**src/rtl/tp_capture_if.sv**
```systemverilog
// Test-point capture bus: tester-side stimulus/readout signals bundled for the capture block.
// The tester/slow-control side is master; the capture block is slave.
interface tp_capture_if #(
    parameter int NPINS    = 4,
    parameter int TS_WIDTH = 12
);
    logic [NPINS-1:0]          tp_in;
    logic                      arm;
    logic                      clr;
    logic [NPINS-1:0]          trig_mask;
    logic                      rd_en;
    logic [TS_WIDTH+NPINS-1:0] rd_data;
    logic                      empty;
    logic                      full;
    logic                      ovfl;
    logic [1:0]                state;
    logic [NPINS-1:0]          tp_stable;

    modport master (
        output tp_in, arm, clr, trig_mask, rd_en,
        input  rd_data, empty, full, ovfl, state, tp_stable
    );

    modport slave (
        input  tp_in, arm, clr, trig_mask, rd_en,
        output rd_data, empty, full, ovfl, state, tp_stable
    );
endinterface

```
**src/rtl/tp_capture.sv**
```systemverilog
// Test-point receive logger: sync + glitch filter per pin, arm/trigger FSM,
// and a FWFT FIFO of {timestamp, pin levels} change records.
module tp_capture #(
    parameter int NPINS      = 4,
    parameter int TS_WIDTH   = 12,
    parameter int DEPTH_LOG2 = 4,
    parameter int FILT       = 3
) (
    input  logic          clk,
    input  logic          rst_b,
    tp_capture_if.slave   bus
);
    localparam int DEPTH = 1 << DEPTH_LOG2;
    localparam int RW    = TS_WIDTH + NPINS;
    localparam int CW    = (FILT > 1) ? $clog2(FILT) : 1;
    localparam logic [CW-1:0] CNT_TOP = CW'(FILT - 1);

    typedef enum logic [1:0] {
        IDLE    = 2'd0,
        ARMED   = 2'd1,
        CAPTURE = 2'd2,
        DONE    = 2'd3
    } state_t;

    logic [NPINS-1:0] stable_vec;
    logic [NPINS-1:0] flip_vec;

    // flip_reg marks an accepted level change; TP_STABLE toggles on the following edge,
    // so a level held FILT samples shows up FILT+2 edges after it is first sampled.
    generate
        for (genvar gi = 0; gi < NPINS; gi++) begin : g_pin
            logic          s1_reg, s2_reg, s3_reg;
            logic          flip_reg, stable_reg;
            logic [CW-1:0] cnt_reg;
            logic [CW-1:0] cnt_inc;

            assign cnt_inc = (cnt_reg == CNT_TOP) ? cnt_reg : cnt_reg + 1'b1;

            always_ff @(posedge clk or negedge rst_b) begin
                if (!rst_b) begin
                    s1_reg     <= 1'b0;
                    s2_reg     <= 1'b0;
                    s3_reg     <= 1'b0;
                    flip_reg   <= 1'b0;
                    stable_reg <= 1'b0;
                    cnt_reg    <= '0;
                end else begin
                    s1_reg <= bus.tp_in[gi];
                    s2_reg <= s1_reg;
                    s3_reg <= s2_reg;
                    if (flip_reg) begin
                        stable_reg <= ~stable_reg;
                        flip_reg   <= 1'b0;
                        cnt_reg    <= '0;
                    end else if (s2_reg == stable_reg) begin
                        cnt_reg  <= '0;
                        flip_reg <= 1'b0;
                    end else if (s2_reg != s3_reg) begin
                        cnt_reg  <= '0;
                        flip_reg <= (CNT_TOP == '0);
                    end else begin
                        cnt_reg  <= cnt_inc;
                        flip_reg <= (cnt_inc == CNT_TOP);
                    end
                end
            end

            assign stable_vec[gi] = stable_reg;
            assign flip_vec[gi]   = flip_reg;
        end
    endgenerate

    state_t              state_reg;
    logic [TS_WIDTH-1:0] ts_reg;
    logic                trig_hit;
    logic                any_ev;
    logic                wr_req;
    logic [RW-1:0]       wr_data;

    assign trig_hit = |(flip_vec & bus.trig_mask);
    assign any_ev   = |flip_vec;
    assign wr_data  = {ts_reg, stable_vec ^ flip_vec};

    always_comb begin
        wr_req = 1'b0;
        case (state_reg)
            ARMED:   wr_req = trig_hit;
            CAPTURE: wr_req = any_ev;
            default: wr_req = 1'b0;
        endcase
        if (bus.clr) wr_req = 1'b0;
    end

    always_ff @(posedge clk or negedge rst_b) begin
        if (!rst_b) begin
            state_reg <= IDLE;
            ts_reg    <= '0;
        end else if (bus.clr) begin
            state_reg <= IDLE;
            ts_reg    <= '0;
        end else begin
            case (state_reg)
                IDLE: begin
                    ts_reg <= '0;
                    if (bus.arm) state_reg <= ARMED;
                end
                ARMED: begin
                    ts_reg <= ts_reg + 1'b1;
                    if (trig_hit) state_reg <= CAPTURE;
                end
                CAPTURE: begin
                    // Window closes once the timestamp saturates; it is held there in DONE.
                    if (&ts_reg) state_reg <= DONE;
                    else         ts_reg    <= ts_reg + 1'b1;
                end
                default: state_reg <= DONE;
            endcase
        end
    end

    logic [RW-1:0]       mem [DEPTH];
    logic [DEPTH_LOG2:0] wr_ptr_reg, rd_ptr_reg;
    logic [DEPTH_LOG2:0] wr_ptr_next, rd_ptr_next;
    logic                empty_reg, full_reg, ovfl_reg;
    logic                empty_next, full_next;
    logic [RW-1:0]       rd_data_reg;
    logic                rd_do, wr_do;

    assign rd_do = bus.rd_en && !empty_reg && !bus.clr;
    assign wr_do = wr_req && (!full_reg || rd_do);

    always_comb begin
        wr_ptr_next = wr_ptr_reg + (DEPTH_LOG2 + 1)'(wr_do);
        rd_ptr_next = rd_ptr_reg + (DEPTH_LOG2 + 1)'(rd_do);
        if (bus.clr) begin
            wr_ptr_next = '0;
            rd_ptr_next = '0;
        end
        empty_next = (wr_ptr_next == rd_ptr_next);
        full_next  = (wr_ptr_next[DEPTH_LOG2] != rd_ptr_next[DEPTH_LOG2]) &&
                     (wr_ptr_next[DEPTH_LOG2-1:0] == rd_ptr_next[DEPTH_LOG2-1:0]);
    end

    always_ff @(posedge clk) begin
        if (wr_do) mem[wr_ptr_reg[DEPTH_LOG2-1:0]] <= wr_data;
    end

    always_ff @(posedge clk or negedge rst_b) begin
        if (!rst_b) begin
            wr_ptr_reg <= '0;
            rd_ptr_reg <= '0;
            empty_reg  <= 1'b1;
            full_reg   <= 1'b0;
            ovfl_reg   <= 1'b0;
        end else begin
            wr_ptr_reg <= wr_ptr_next;
            rd_ptr_reg <= rd_ptr_next;
            empty_reg  <= empty_next;
            full_reg   <= full_next;
            if (bus.clr)
                ovfl_reg <= 1'b0;
            else if (wr_req && full_reg && !rd_do)
                ovfl_reg <= 1'b1;
        end
    end

    // Head register: bypass the write when it lands in the slot that becomes the head.
    always_ff @(posedge clk or negedge rst_b) begin
        if (!rst_b)
            rd_data_reg <= '0;
        else if (wr_do && (wr_ptr_reg == rd_ptr_next))
            rd_data_reg <= wr_data;
        else if (rd_do)
            rd_data_reg <= mem[rd_ptr_next[DEPTH_LOG2-1:0]];
    end

    assign bus.rd_data   = rd_data_reg;
    assign bus.empty     = empty_reg;
    assign bus.full      = full_reg;
    assign bus.ovfl      = ovfl_reg;
    assign bus.state     = state_reg;
    assign bus.tp_stable = stable_vec;
endmodule
```
**src/flat_wrapper.sv**
```systemverilog
// flat-port wrapper written by rule: the top's interface ports become plain ports
module tp_capture_flat 
#(
    parameter int NPINS      = 4,
    parameter int TS_WIDTH   = 12,
    parameter int DEPTH_LOG2 = 4,
    parameter int FILT       = 3
)
  (clk, rst_b, bus_tp_in, bus_arm, bus_clr, bus_trig_mask, bus_rd_en, bus_rd_data, bus_empty, bus_full, bus_ovfl, bus_state, bus_tp_stable);
  tp_capture_if #(.NPINS(NPINS), .TS_WIDTH(TS_WIDTH)) bus_i ();
  input  logic clk;
  input  logic rst_b;
  input wire logic [$bits(bus_i.tp_in)-1:0] bus_tp_in;
  input wire logic [$bits(bus_i.arm)-1:0] bus_arm;
  input wire logic [$bits(bus_i.clr)-1:0] bus_clr;
  input wire logic [$bits(bus_i.trig_mask)-1:0] bus_trig_mask;
  input wire logic [$bits(bus_i.rd_en)-1:0] bus_rd_en;
  output wire logic [$bits(bus_i.rd_data)-1:0] bus_rd_data;
  output wire logic [$bits(bus_i.empty)-1:0] bus_empty;
  output wire logic [$bits(bus_i.full)-1:0] bus_full;
  output wire logic [$bits(bus_i.ovfl)-1:0] bus_ovfl;
  output wire logic [$bits(bus_i.state)-1:0] bus_state;
  output wire logic [$bits(bus_i.tp_stable)-1:0] bus_tp_stable;
  assign bus_i.tp_in = bus_tp_in;
  assign bus_i.arm = bus_arm;
  assign bus_i.clr = bus_clr;
  assign bus_i.trig_mask = bus_trig_mask;
  assign bus_i.rd_en = bus_rd_en;
  assign bus_rd_data = bus_i.rd_data;
  assign bus_empty = bus_i.empty;
  assign bus_full = bus_i.full;
  assign bus_ovfl = bus_i.ovfl;
  assign bus_state = bus_i.state;
  assign bus_tp_stable = bus_i.tp_stable;
  tp_capture #(.NPINS(NPINS), .TS_WIDTH(TS_WIDTH), .DEPTH_LOG2(DEPTH_LOG2), .FILT(FILT)) u_core (.clk(clk), .rst_b(rst_b), .bus(bus_i));
endmodule
```
**config.mk**
```make
export PLATFORM = sky130hd
export DESIGN_NAME = tp_capture_flat
export DESIGN_NICKNAME = d
export VERILOG_FILES = /design/src/rtl/tp_capture_if.sv /design/src/rtl/tp_capture.sv /design/src/flat_wrapper.sv
export SDC_FILE = /design/constraint.sdc
export NUM_CORES = 1
export LEC_CHECK = 0
export ABC_AREA = 1
export CAP_MARGIN = 20
export CORE_AREA = 2 2 252 130
export CTS_CLUSTER_SIZE = 12
export DETAILED_ROUTE_END_ITERATION = 16
export DIE_AREA = 0 0 254 132
export SYNTH_ARGS = -nofsm -noshare
export SYNTH_HDL_FRONTEND = slang
export SYNTH_SLANG_ARGS = --single-unit
```
**constraint.sdc**
```tcl
create_clock -name clk -period 3.6 [get_ports clk]
set_clock_uncertainty 0.15 [all_clocks]
set_input_delay 0.72 -clock clk [delete_from_list [all_inputs] [get_ports clk]]
set_output_delay 0.72 -clock clk [all_outputs]
set_load 0.02 [all_outputs]
```
-- After elaboration in Yosys (flattened, before gate mapping)
Memories as Yosys holds them, arrays and structs flattened.
Index checks and enable logic that the tools add are counted.
- flip-flop bits (word level): 71
- word-level logic and storage cells: 139
- input bits: 13
- bits in writable memories: 256
- output and inout port bits: 25
- memories kept: 1
- reduce and logical (&&, ||, !) cells: 21
- bitwise gates (word level): 6
- mux-type cells: 46
- add/subtract/negate cells: 7
- eq/ne operators: 26
- memory list (memory ; words ; width ; read ports ; clocked after Yosys merged registers in ; write ports ; RTL line ; text):
    u_core.mem ; 16 ; 16 ; 1 ; 0 ; 1 ; tp_capture.sv:121 ; logic [RW-1:0] mem [DEPTH];
- operators with widths (cell ; count):
    $mux 2 ; 20
    $pmux 12 s3 ; 1
    $mux 16 ; 2
    $mux 12 ; 2
    $eq 2x2->1 const B ; 9
    $mux 1 ; 17
    $add 12x1->12 const B ; 1
    $reduce_and 12->1 ; 1
    $add 5x1->5 ; 2
    $eq 5x5->1 ; 2
    $mux 5 ; 2
    $add 2x1->2 const B ; 4
    $reduce_or 4->1 ; 2
    $logic_and 1x1->1 ; 7
    $ne 3x2->1 const B ; 2
    $ne 3x3->1 const B ; 2
    $pmux 2 s3 ; 1
    $ne 1x1->1 ; 5
    $and 4x4->4 ; 1
    $eq 1x1->1 ; 4
    $eq 4x4->1 ; 1
    $logic_not 1->1 ; 4
    $not 1->1 ; 4
    $reduce_bool 2->1 ; 2
    other kinds (8) ; 8

-- Depth between registers and ports, before layout
- word-level depth: 9
- mapped depth: 17
- depth with buffers taken out: 17

-- Worst setup path after synthesis
Ideal clock, no wire load.
- kind: input to register
- start point: in bus_clr
- end point: reg u_core.rd_data_reg[0], in the netlist u_core.bus.rd_data[0]
- arrival time: 3.030 ns
- path buffers: 3
- setup slack: 0.296 ns
- setup time: 0.125 ns
- stages: 15
- required time: 3.325 ns
- cells stage by stage: buf_6 -> nor3b_4 -> clkbuf_1 -> ha_1 -> ha_1 -> inv_1 -> nand2_1 -> nand3_1 -> nand2_1 -> nand3_2 -> nor2_8 -> nand3_4 -> buf_6 -> nand3_1 -> nand3_1
- longest elaborated chain between the ends: 7
- elaborated cells on any way between the ends: 13
- classes of those cells: add/sub (1); eq/ne (1); mux (4); reduce/logical (6); memory (1)
- RTL lines (item ; RTL line ; text):
    start: declaration ; flat_wrapper.sv:15 ; input wire logic [$bits(bus_i.clr)-1:0] bus_clr;
    $logic_not 1->1 ; tp_capture.sv:129 ; assign rd_do = bus.rd_en && !empty_reg && !bus.clr;
    $logic_and 1x1->1 ; tp_capture.sv:129 ;
    $add 5x1->5 ; tp_capture.sv:134 ; rd_ptr_next = rd_ptr_reg + (DEPTH_LOG2 + 1)'(rd_do);
    $mux 5 ; tp_capture.sv:135 ; if (bus.clr) begin
    $mem_v2 16x16 / $eq 5x5->1 (equally long branches) ; n/a ;
    $mux 16 / $logic_and 1x1->1 (equally long branches) ; tp_capture.sv:173, tp_capture.sv:171 ;
    $mux 16 / $reduce_bool 2->1 (equally long branches) ; n/a ;
    end signal: assignment ; tp_capture.sv:172 ; rd_data_reg <= wr_data;
    end signal: assignment ; tp_capture.sv:174 ; rd_data_reg <= mem[rd_ptr_next[DEPTH_LOG2-1:0]];
    end: declaration ; tp_capture.sv:126 ; logic [RW-1:0] rd_data_reg;
Several ways; a longest one is shown, not always the timed one. The select of a mux whose other input is x is not followed.
A chain may end at the register's enable or synchronous reset.

-- Worst setup path after layout
- start point: reg u_core.state_reg[0], in the netlist u_core.bus.state[0]
- end point: reg u_core.empty_reg, in the netlist u_core.bus.empty
- longest elaborated chain between the ends: 7
- elaborated cells on any way between the ends: 8
- classes of those cells: add/sub (1); eq/ne (3); mux (3); reduce/logical (1)
- RTL lines (item ; RTL line ; text):
    start: declaration ; tp_capture.sv:73 ; state_t state_reg;
    start signal: assignment ; tp_capture.sv:96 ; state_reg <= IDLE;
    start signal: assignment ; tp_capture.sv:99 ; state_reg <= IDLE;
    start signal: assignment ; tp_capture.sv:105 ; if (bus.arm) state_reg <= ARMED;
    $eq 2x2->1 / $eq 2x1->1 (equally long branches) ; tp_capture.sv:86 ; case (state_reg)
    $pmux 1 s2 * ; tp_capture.sv:86 ;
    $mux 1 * ; tp_capture.sv:91 ; if (bus.clr) wr_req = 1'b0;
    $logic_and 1x1->1 * ; tp_capture.sv:130 ; assign wr_do = wr_req && (!full_reg || rd_do);
    $add 5x1->5 * ; tp_capture.sv:133 ; wr_ptr_next = wr_ptr_reg + (DEPTH_LOG2 + 1)'(wr_do);
    $mux 5 * ; tp_capture.sv:135 ;
    via u_core.wr_ptr_next[2] ; tp_capture.sv:123 ; logic [DEPTH_LOG2:0] wr_ptr_next, rd_ptr_next;
    $eq 5x5->1 * ; tp_capture.sv:139 ; empty_next = (wr_ptr_next == rd_ptr_next);
    via u_core.empty_next ; tp_capture.sv:125 ; logic empty_next, full_next;
    end signal: assignment ; tp_capture.sv:158 ; empty_reg <= empty_next;
    end: declaration ; tp_capture.sv:124 ; logic empty_reg, full_reg, ovfl_reg;
The timed path passes the listed nets; every way through them passes the cells marked *.

==> summary.txt <==
Routing
  • Iter 0 DRT Violations: between 1000 and 1500
  • Remaining DRCs: 0
  • Vias post-DR: slightly below 10000
  • Routed len/inst: around 20 um
  • Vias per cell: between 5 and 6
  • Pre-antenna DRT Iters: 5
  • Final WL: between 30000 and 40000 um
  • Antenna Nets Post-Route: 0

Worst setup path
  • Beginning of the critical path: u_core.bus.state[0]$_DFFE_PN0P_
  • Startpoint Class: flop
  • Cell family contributing the most delay on the critical path: simple AND/OR/NAND/NOR gates
  • Worst setup path class: reg -> reg
  • Crit. End Element: flop
  • Crit-path max FO: 4
  • FF-to-FF Start: u_core.bus.state[0]$_DFFE_PN0P_
  • CP Cell Sequence: inv_1 -> ha_1 -> inv_1 -> nor2_2 -> inv_1 -> nor2_1 -> nand2_2 -> inv_1 -> ha_1 -> ha_1 -> inv_1 -> a21oi_1 -> nor2_1 -> a211oi_1 -> nand4_1 -> nor2_1
  • Most frequent CP cell: inv_1
  • Data required time at the worst endpoint: slightly below 4 ns
  • R2R setup slack: roughly 0.34 ns
  • Slowest cell on the critical path: ha_1
  • Largest stage delay, worst path: roughly 0.40 ns
  • CP bufs+invs: 5
  • CP arrival: roughly 3.6 ns

CTS
  • CTS root buf: clkbuf_16
  • Clk slew on worst S/H paths: roughly 0.07 ns
  • Num CTS Buffers: 31
  • Max clock buf depth: 3
  • Clock tree from TritonCTS: done
  • CTS H-Tree Depth: 1
  • Clk_lat worst skew: roughly 0.57 ns
  • Setup bufs post-CTS: 0
  • Hold-fix buffers at CTS: 0
  • Post_cts resized: 0
  • Clock sinks: roughly 320

Global routing
  • Antenna violations before repair: 0
  • GR Overflow Total: 0
  • Maximum number of pins on one net before global-route repair: between 60 and 70
  • Global-route usage over all layers: 0.225
  • Vias in the first global route: 9012
  • First-pass GRT wire length: 56600 um

Status
  • Run status: finished clean

Final layout
  • Area Overhead vs Synth: 16.1%
  • ANT cells: 0
  • Max reg flops: 256
  • NumNets Final: approximately 1400
  • Most frequent cells in the layout: edfxtp_1 (256), nand2_1 (211), nand3_1 (191), nor2_1 (158), inv_1 (124)
  • Most common cell after layout, fill and taps aside: edfxtp_1
  • Final instance area: between 15000 and 20000 um^2
  • Share of cells above drive strength 1: 0.0912

Timing
  • Setup TNS: 0 ns
  • Final Critical Period: approximately 3.3 ns
  • Final hold violations: 0
  • Final Slew Violations: 0
  • Relative slew slack: 0.356
  • Fmax: just over 300 MHz
  • RSZ-0062 raised after global routing: false
  • Setup violations, final: 0
  • Tcrit/Tclk final: 0.904
  • Slew @ Worst Pin: just under 1 ns

Logic synthesis
  • YS warnings: 0
  • FF+latch count, synth: between 300 and 400
  • Post-Syn Instances: between 1000 and 1500
  • Register area share after synthesis: 0.674
  • Synthesized Nets: about 1300
  • Synth Area per Inst: between 10 and 15 um^2
  • Yosys cell types: 37
  • Post-Syn Area: 13900 um^2

Placement
  • Placed cell areas: 15200 um^2
  • IO Port Bufs: 37
  • Hpwl dp: 23500 um
  • Routability Congestion: between 0.8 and 0.9

Pwr
  • Pleak: 6.51 nW
  • Worst IR Drop VDD: around 0.37 mV
  • Final Power: 8.97 mW
  • Power Density: 556 nW/um^2

Floorplan
  • Initial core utilization: 0.446
  • Die X: roughly 250 um
  • Site Rows: 46
  • Ports: 38
  • Full die area: between 30000 and 40000 um^2
  • Core box area: between 30000 and 40000 um^2
  • Die Ht: ~130 um

Job
  • Max-cap violations: 0

Min path
  • HP Class: in -> async
## layout make-up
class	count	area [um^2]
sequential	323	9370
clock inverter	1	30.0
timing repair buffer	104	1080
tap	432	541
inverter	129	489
fill	2816	15100
clock buffer	54	872
multi-input combinational	770	3760
## worst paths after layout
| check | end | cells past startpoint |
|---|---|---|
| worst max-delay path | u_core.bus.empty$_DFF_PN1_ | 16 |
| worst min-delay path | u_core.g_pin[0].cnt_reg[1]$_DFF_PN0_ | 1 |
| worst max register to register | u_core.bus.empty$_DFF_PN1_ | 16 |
| worst min register to register | u_core.g_pin[1].s2_reg$_DFF_PN0_ | 0 |
| max in group asynchronous | u_core.bus.rd_data[8]$_DFFE_PN0P_ | 1 |
| min in group clk | u_core.g_pin[1].s2_reg$_DFF_PN0_ | 0 |
## per-layer routing
metal  vias to the layer above  GRT usage  share of wire
met5                         -          0              0
met4                         0     0.0350          0.015
met3                        42     0.0642           0.11
met2                       437      0.286           0.37
met1                      4615      0.376           0.50
li1                       4535          -              -
## power by group
part	internal, mW	switching (mW)	total (mW)
Combinational	0.503	0.865	1.37
Sequential	4.38	0.167	4.55
Clock	1.69	1.37	3.06
Total	6.57	2.40	8.97
## synthesized netlist by cell type (all sizes together)
master  instances  area [um^2]
nor3            5         25.0
buf            41          236
clkbuf         24         90.1
nor2          167          648
nor3b           9         78.8
o21ai          93          469
dfrtp          66         1650
o21a            1         7.51
nand3         195          998
o211ai         13         97.6
ha             13          163
dfstp           1         26.3
nand4          24          150
a211oi          1         7.51
inv           126          473
a32o            1         10.0
clkinv          3         16.3
or2             2         12.5
a22oi           1         7.51
nand2         214          806
xnor2           9         78.8
xor2           11          104
a21oi          11         55.1
edfxtp        256         7690
## cells by family (layout without fill, tap and decap cells)
kind of cell / count (synthesis) / count (layout) / synth area share
buffers and inverters: 194 / 288 / 0.0587
flip-flops: 323 / 323 / 0.674
XOR/XNOR: 20 / 20 / 0.0131
AO/OA/AOI/OAI: 121 / 121 / 0.0471
adder cells (fa/ha/maj): 13 / 13 / 0.0117
AND/OR/NAND/NOR: 616 / 616 / 0.196
## metrics by stage
stage,cells,setup slack [ns],hold WS (ns),util
floorplan,1287,0.296,0.181,-
global placement,1758,0.0373,0.183,0.488
detailed placement,1758,0.0169,0.185,0.488
CTS,1813,0.376,0.185,0.517
global route,1813,0.0386,0.212,0.517
finish,1813,0.344,0.156,0.517
(Power assumes the default switching activity.)
